$ cat config.mk
export PLATFORM = sky130hd
export DESIGN_NAME = fetch_stage
export DESIGN_NICKNAME = d
export VERILOG_FILES = /design/src/rtl/fetch_stage.sv
export SDC_FILE = /design/constraint.sdc
export NUM_CORES = 1
export LEC_CHECK = 0
export BUFFER_PORTS_ARGS = -buffer_cell sky130_fd_sc_hd__buf_2
export CAP_MARGIN = 20
export CORE_ASPECT_RATIO = 1.1
export CORE_UTILIZATION = 40
export DETAILED_ROUTE_END_ITERATION = 16
export GPL_ROUTABILITY_DRIVEN = 0
export PLACE_DENSITY = 0.58
export SETUP_SLACK_MARGIN = 0.2
export SYNTH_ARGS = -nofsm -noshare
export SYNTH_HDL_FRONTEND = slang
export SYNTH_SLANG_ARGS = --single-unit
$ cat constraint.sdc
create_clock -name clk -period 5.7 [get_ports clk]
set_clock_uncertainty 0.05 [all_clocks]
set_input_delay 1.14 -clock clk [delete_from_list [all_inputs] [get_ports clk]]
set_output_delay 1.14 -clock clk [all_outputs]
set_load 0.005 [all_outputs]
$ cat src/rtl/fetch_stage.sv
// Instruction fetch stage with IF/ID register, ARM-style branch redirect and kill of in-flight fetches.
// Optional FETCH_PERF_EN adds perf_fetched / perf_flushed event counters.
module fetch_stage #(
    parameter logic [31:0] RESET_VECTOR = 32'h0000_0000,
    parameter logic [31:0] NOP_INSTR    = 32'hE1A0_0000
) (
    input  logic        clk,
    input  logic        rst,
    input  logic        stall,
    input  logic        branch_taken,
    input  logic [23:0] branch_offset,
    output logic        imem_req,
    output logic [31:0] imem_addr,
    input  logic [31:0] imem_rdata,
    input  logic        imem_valid,
    output logic [31:0] instr_out,
    output logic [31:0] pc_out,
    output logic        instr_valid,
`ifdef FETCH_PERF_EN
    output logic [31:0] perf_fetched,
    output logic [31:0] perf_flushed,
`endif
    output logic        dbg_state
);

    // Handshake: a fetch transfer completes on a rising edge where imem_req && imem_valid;
    // imem_addr is held constant from the cycle imem_req rises until that completion.
    typedef enum logic {
        ST_FETCH = 1'b0,
        ST_KILL  = 1'b1
    } state_t;

    state_t      r_state;
    logic [31:0] r_pc;
    logic [31:0] r_kill_addr;
    logic        r_req_en;
    logic [31:0] r_instr;
    logic [31:0] r_pc_out;
    logic        r_valid;

    logic        w_hold;
    logic        w_done;
    logic        w_redirect;
    logic [31:0] w_offset;
    logic [31:0] w_target;

    assign w_hold     = stall && r_valid;
    assign w_done     = imem_req && imem_valid;
    assign w_redirect = branch_taken && r_valid && (r_state == ST_FETCH);
    assign w_offset   = {{6{branch_offset[23]}}, branch_offset, 2'b00};
    assign w_target   = r_pc_out + 32'd8 + w_offset;

    // KILL keeps presenting the abandoned address until memory finishes with it.
    assign imem_req    = (r_state == ST_KILL) ? 1'b1 : (r_req_en && !w_hold);
    assign imem_addr   = (r_state == ST_KILL) ? r_kill_addr : r_pc;
    assign instr_out   = r_instr;
    assign pc_out      = r_pc_out;
    assign instr_valid = r_valid;
    assign dbg_state   = (r_state == ST_KILL);

    always_ff @(posedge clk or posedge rst) begin
        if (rst) begin
            r_state     <= ST_FETCH;
            r_pc        <= RESET_VECTOR;
            r_kill_addr <= RESET_VECTOR;
            r_req_en    <= 1'b0;
            r_instr     <= NOP_INSTR;
            r_pc_out    <= RESET_VECTOR;
            r_valid     <= 1'b0;
        end else begin
            r_req_en <= 1'b1;
            case (r_state)
                ST_FETCH: begin
                    if (w_redirect) begin
                        r_pc    <= w_target;
                        r_valid <= 1'b0;
                        r_instr <= NOP_INSTR;
                        if (imem_req && !w_done) begin
                            r_state     <= ST_KILL;
                            r_kill_addr <= r_pc;
                        end
                    end else if (w_done) begin
                        r_instr  <= imem_rdata;
                        r_pc_out <= r_pc;
                        r_valid  <= 1'b1;
                        r_pc     <= r_pc + 32'd4;
                    end else if (!stall) begin
                        r_valid <= 1'b0;
                        r_instr <= NOP_INSTR;
                    end
                end
                ST_KILL: begin
                    // The stale word is dropped; a one-cycle request gap separates it from the target fetch.
                    if (w_done) begin
                        r_state  <= ST_FETCH;
                        r_req_en <= 1'b0;
                    end
                end
                default: r_state <= ST_FETCH;
            endcase
        end
    end

`ifdef FETCH_PERF_EN
    logic [31:0] r_perf_fetched;
    logic [31:0] r_perf_flushed;

    always_ff @(posedge clk or posedge rst) begin
        if (rst) begin
            r_perf_fetched <= 32'd0;
            r_perf_flushed <= 32'd0;
        end else begin
            if (w_done && !w_redirect && (r_state == ST_FETCH)) begin
                r_perf_fetched <= r_perf_fetched + 32'd1;
            end
            if (w_redirect) begin
                r_perf_flushed <= r_perf_flushed + 32'd1;
            end
        end
    end

    assign perf_fetched = r_perf_fetched;
    assign perf_flushed = r_perf_flushed;
`endif

endmodule
Word-level counts from Yosys, hierarchy flattened:

Index checks and enable logic that the tools add are counted.

* bits in registers: 131
* input bits: 61
* output and inout bits: 99
* logic and storage cells: 41

* add/subtract/negate cells: 3
* equality and inequality tests: 1
* muxes and demuxes: 15
* bitwise operators: 2
* reduce and logical (&&, ||, !) cells: 13

Operators by type and width (number)
* 32-bit 2-to-1 mux: 6
* 32-bit by 3-bit adder with 32-bit output (second input constant): 1
* 32-bit adder: 1
* 32-bit by 4-bit adder with 32-bit output (second input constant): 1
* 1-bit 2-to-1 mux: 8
* 1-bit logical AND: 6
* 3-bit AND reduction: 2
* 2-bit AND reduction: 2
* 3-bit by 1-bit != test with 1-bit output (second input constant): 1
* 1-bit zero test: 2
* 1-bit inverter: 2
* 1-bit case mux with 2 select lines: 1
* 2-bit nonzero test: 1

Depth between registers and ports, before layout:

* depth in word-level cells: 10
* gate-level depth with buffers: 13
* gate-level depth less buffers: 13

Least setup slack after synthesis:

No wires, ideal clock.

* kind: input -> register
* from: in branch_offset[1]
* to: reg r_pc[29]
* setup time: 0.126 ns
* arrival time: 3.670 ns
* data required time: 5.524 ns
* path slack: 1.855 ns
* stages: 12
* path buffers: 0
* cell sequence: inv_1 -> ha_1 -> inv_1 -> ha_1 -> fa_1 -> a211oi_1 -> o211ai_1 -> a21oi_1 -> o21ai_1 -> a31oi_1 -> mux2_2 -> o311a_1

* word-level cells in the longest chain between the ends: 2

Ends and longest elaborated chain
* from (decl): RTL line 11 `input logic [23:0] branch_offset,`
* 32-bit adder: RTL line 51 `assign w_target = r_pc_out + 32'd8 + w_offset;`
* 32-bit 2-to-1 mux: RTL line 74 `if (w_redirect) begin`
* to (signal assigned): RTL line 75 `r_pc <= w_target;`
* to (signal assigned): RTL line 86 `r_pc <= r_pc + 32'd4;`
* to (decl): RTL line 34 `logic [31:0] r_pc;`

No other way between the ends.
A chain may end at the register's enable or synchronous reset.

Worst setup path in the final report:

Ends and elaborated chain as after synthesis.

==> flow_summary.toml <==
[finish]
design_area_um2 = 9300
final_common_cell = "buf_2"
antenna_cells = 0
drive_gt1_frac = 0.307
nNetsFinal = 1045
most-common-layout-cells = "buf_2, nand2_1, dfrtp_1"
syn_to_final_growth_pct = 22.1

[clock_tree]
cts_hold_buf = 0
cts_tree = "done"
cts_buffer_depth = 2
cts_resized = 0
clk_pin_slew_ns = 0.06
clock_latency_ns = 0.43
post_cts_buffers = 0
cts_sinks = 131
h-tree-depth = 4
cts_buffers = 17
root_buffer = "clkbuf_16"

[worst_setup_path]
timing.rr.start = "pc_out[3]$_DFFE_PP0P_"
reg2reg_depth = 12
required_ns = 5.96
path_class = "primary input to flop"
cp_slowest_stage_delay_ns = 0.46
cp-endpoint = "r_pc[29]$_DFFE_PP0P_"
cp.arrival_ns = 4.24
crit_chain = "buf_2, inv_1, ha_1, inv_1, ha_1, fa_1, a211oi_1, o211ai_1, a21oi_1, o21ai_1, a31oi_1, mux2_2, o311a_1"
r2r_slack_ns = 2.12
critPathTopFamily = "compound AO/OA/AOI/OAI gates"
worstReg2RegEnd = "r_pc[29]$_DFFE_PP0P_"
crit_path_start = "branch_offset[1]"
critPathCaptureType = "flop"
slowest_stage = "fa_1"
startpoint_type = "primary input"
timing.critical_path.buf_inv = 3
cp_num_cells = 13
crit_fanout = 4

[timing]
fmax_mhz = 251
maxSlewHeadroom = 0.292
period_minus_slack_ns = 3.99
setup_viol = 0
hold_viol_final = 0
worst_slew_pin_slew_ns = 1.06
rsz0062_at_grt = "no"
finalCritPeriodShare = 0.700
drv_slew = 0
fin_hold_ws_ns = 0.445
fin_setup_tns_ns = 0

[grt]
grt_pass1_vias = 6397
grt_first_pass_wirelength_um = 33600
grt_max_degree = 50
grt_antenna_before_repair = 0
globalRouteOverflowTotal = 0
track_usage = 0.218

[synth]
seq_area_frac_synth = 0.432
synth_area_um2 = 7610
ys_warn_count = 0
avgSynthCellArea_um2 = 9.86
ys_ff_latch = 131
synth_edf_count = 0
synthFlopType = "dfrtp_1"
syn_inst = 772
synth_cell_types = 53
synthArstFlopShare = 1.00
synthesis.nets = 892

[floorplan]
initial_core_util = 0.411
dieArea_um2 = 19600
ios = 160
core_um2 = 18500
fp.dieH_um = 147
num_rows = 52
die_w_um = 134

[route]
drt-wirelength-per-cell_um = 17.3
vias = 6393
first_pass_iters = 5
drc = 0
ant_nets = 0
routed_wl_um = 20500
drtIter0Drc = 426
via_per_inst = 5.41

[pwr]
power_w = 0.00552
power_leakage_nw = 4.46
vdd_drop_max_mv = 0.274
powerDensity_nw_per_um2 = 593

[run_status]
status = "finished, final reports clean"

[job]
drv_cap = 0

[placement]
placed_cell_area_um2 = 8680
numPortBuffers = 159
place_hpwl_um = 14400

[min_path]
hp-class = "flop to flop"
[power breakdown]
group	leakage [nW]	switching (W)	internal, W
clock	0.299	0.000459	0.000669
combinational	2.63	0.00146	0.00123
sequential	1.54	0.000384	0.00131
total	4.46	0.00231	0.00321
[cell families after synthesis]
group | count (synthesis) | synth area share
DFF | 131 | 0.432
muxes | 65 | 0.0960
AOI/OAI and AO/OA | 177 | 0.155
buffers and inverters | 48 | 0.0247
xor gates and xnor gates | 38 | 0.0437
and+or+nand+nor | 254 | 0.151
adders and majority gates | 59 | 0.0979
[sequential cells by signal, indices dropped and copies added, names as in the netlist]
register and count:
dbg_state 1, r_kill_addr 32, instr_valid 1, r_pc 32
pc_out 32, r_req_en 1, instr_out 32
[final cells by class]
type	instances	area (um2)
inverter	13	51.3
clock buffer	18	439
timing repair buffer	169	891
fill	1770	9250
tap	243	304
multi-input combinational	593	4160
clock inverter	14	164
sequential	131	3290
[worst min-delay path: cells and delay by family, from the launching register on]
family	cells	cell delay [ns]
flops	1	0.35
simple gates	2	0.11
[cell usage after synthesis, types with 2 or more instances]
library cell,instances,area share
nand2_1,142,0.070
dfrtp_1,125,0.41
mux2_2,64,0.095
a21oi_1,59,0.039
ha_1,58,0.095
nor2_1,44,0.022
a22o_1,26,0.030
clkbuf_1,22,0.011
o21ai_0,20,0.013
xor2_1,20,0.023
xnor2_1,18,0.021
a21o_1,16,0.016
nand3_1,15,0.0099
inv_1,13,0.0064
nand4_1,13,0.011
o22ai_1,11,0.0090
and3_1,9,0.0074
a31oi_1,8,0.0066
buf_1,7,0.0035
buf_2,6,0.0039
dfstp_2,6,0.021
nor3_1,6,0.0039
and4_1,5,0.0058
o211ai_1,5,0.0049
o22a_1,5,0.0058
a211oi_1,4,0.0039
nand2b_1,4,0.0033
a221oi_1,3,0.0035
nor2b_1,3,0.0025
nor3_2,3,0.0039
o21ai_1,3,0.0020
or3_1,3,0.0025
a311oi_1,2,0.0023
a41o_1,2,0.0026
a41oi_1,2,0.0023
o21a_1,2,0.0020
o221a_2,2,0.0030
[worst min-delay path by stage]
stage                                            to                      start  slack [ns]  cells after the start
after detailed placement  instr_out[22]$_DFFE_PP0P_  instr_out[22]$_DFFE_PP0P_        0.43                      1
final                        pc_out[17]$_DFFE_PP0P_     pc_out[17]$_DFFE_PP0P_        0.44                      2
after global placement    instr_out[26]$_DFFE_PP0P_  instr_out[26]$_DFFE_PP0P_        0.43                      1
after CTS                 instr_out[22]$_DFFE_PP0P_  instr_out[22]$_DFFE_PP0P_        0.45                      1
after global routing      instr_out[22]$_DFFE_PP0P_  instr_out[22]$_DFFE_PP0P_        0.45                      1
after floorplan               pc_out[0]$_DFFE_PP0P_        r_pc[0]$_DFFE_PP0P_        0.42                      2
[metal layers]
metal  part of all wire  GRT usage  wire, um  vias to the layer above
met3              0.042     0.0445       867                       22
li1                   -          -         -                     3090
met1               0.45      0.283      9310                     3112
met5                  0          0         0                        -
met4              0.011     0.0517       227                        0
met2               0.49      0.372     10100                      169
[stage by stage]
step / std cells / setup slack [ns] / utilization
after floorplan: 772 / 1.02 / -
after global placement: 1148 / 1.37 / 0.468
after detailed placement: 1148 / 1.33 / 0.468
after CTS: 1180 / 1.77 / 0.501
after global routing: 1181 / 1.60 / 0.501
final: 1181 / 1.71 / 0.501
Note: power is estimated with default switching activity, not from simulation.
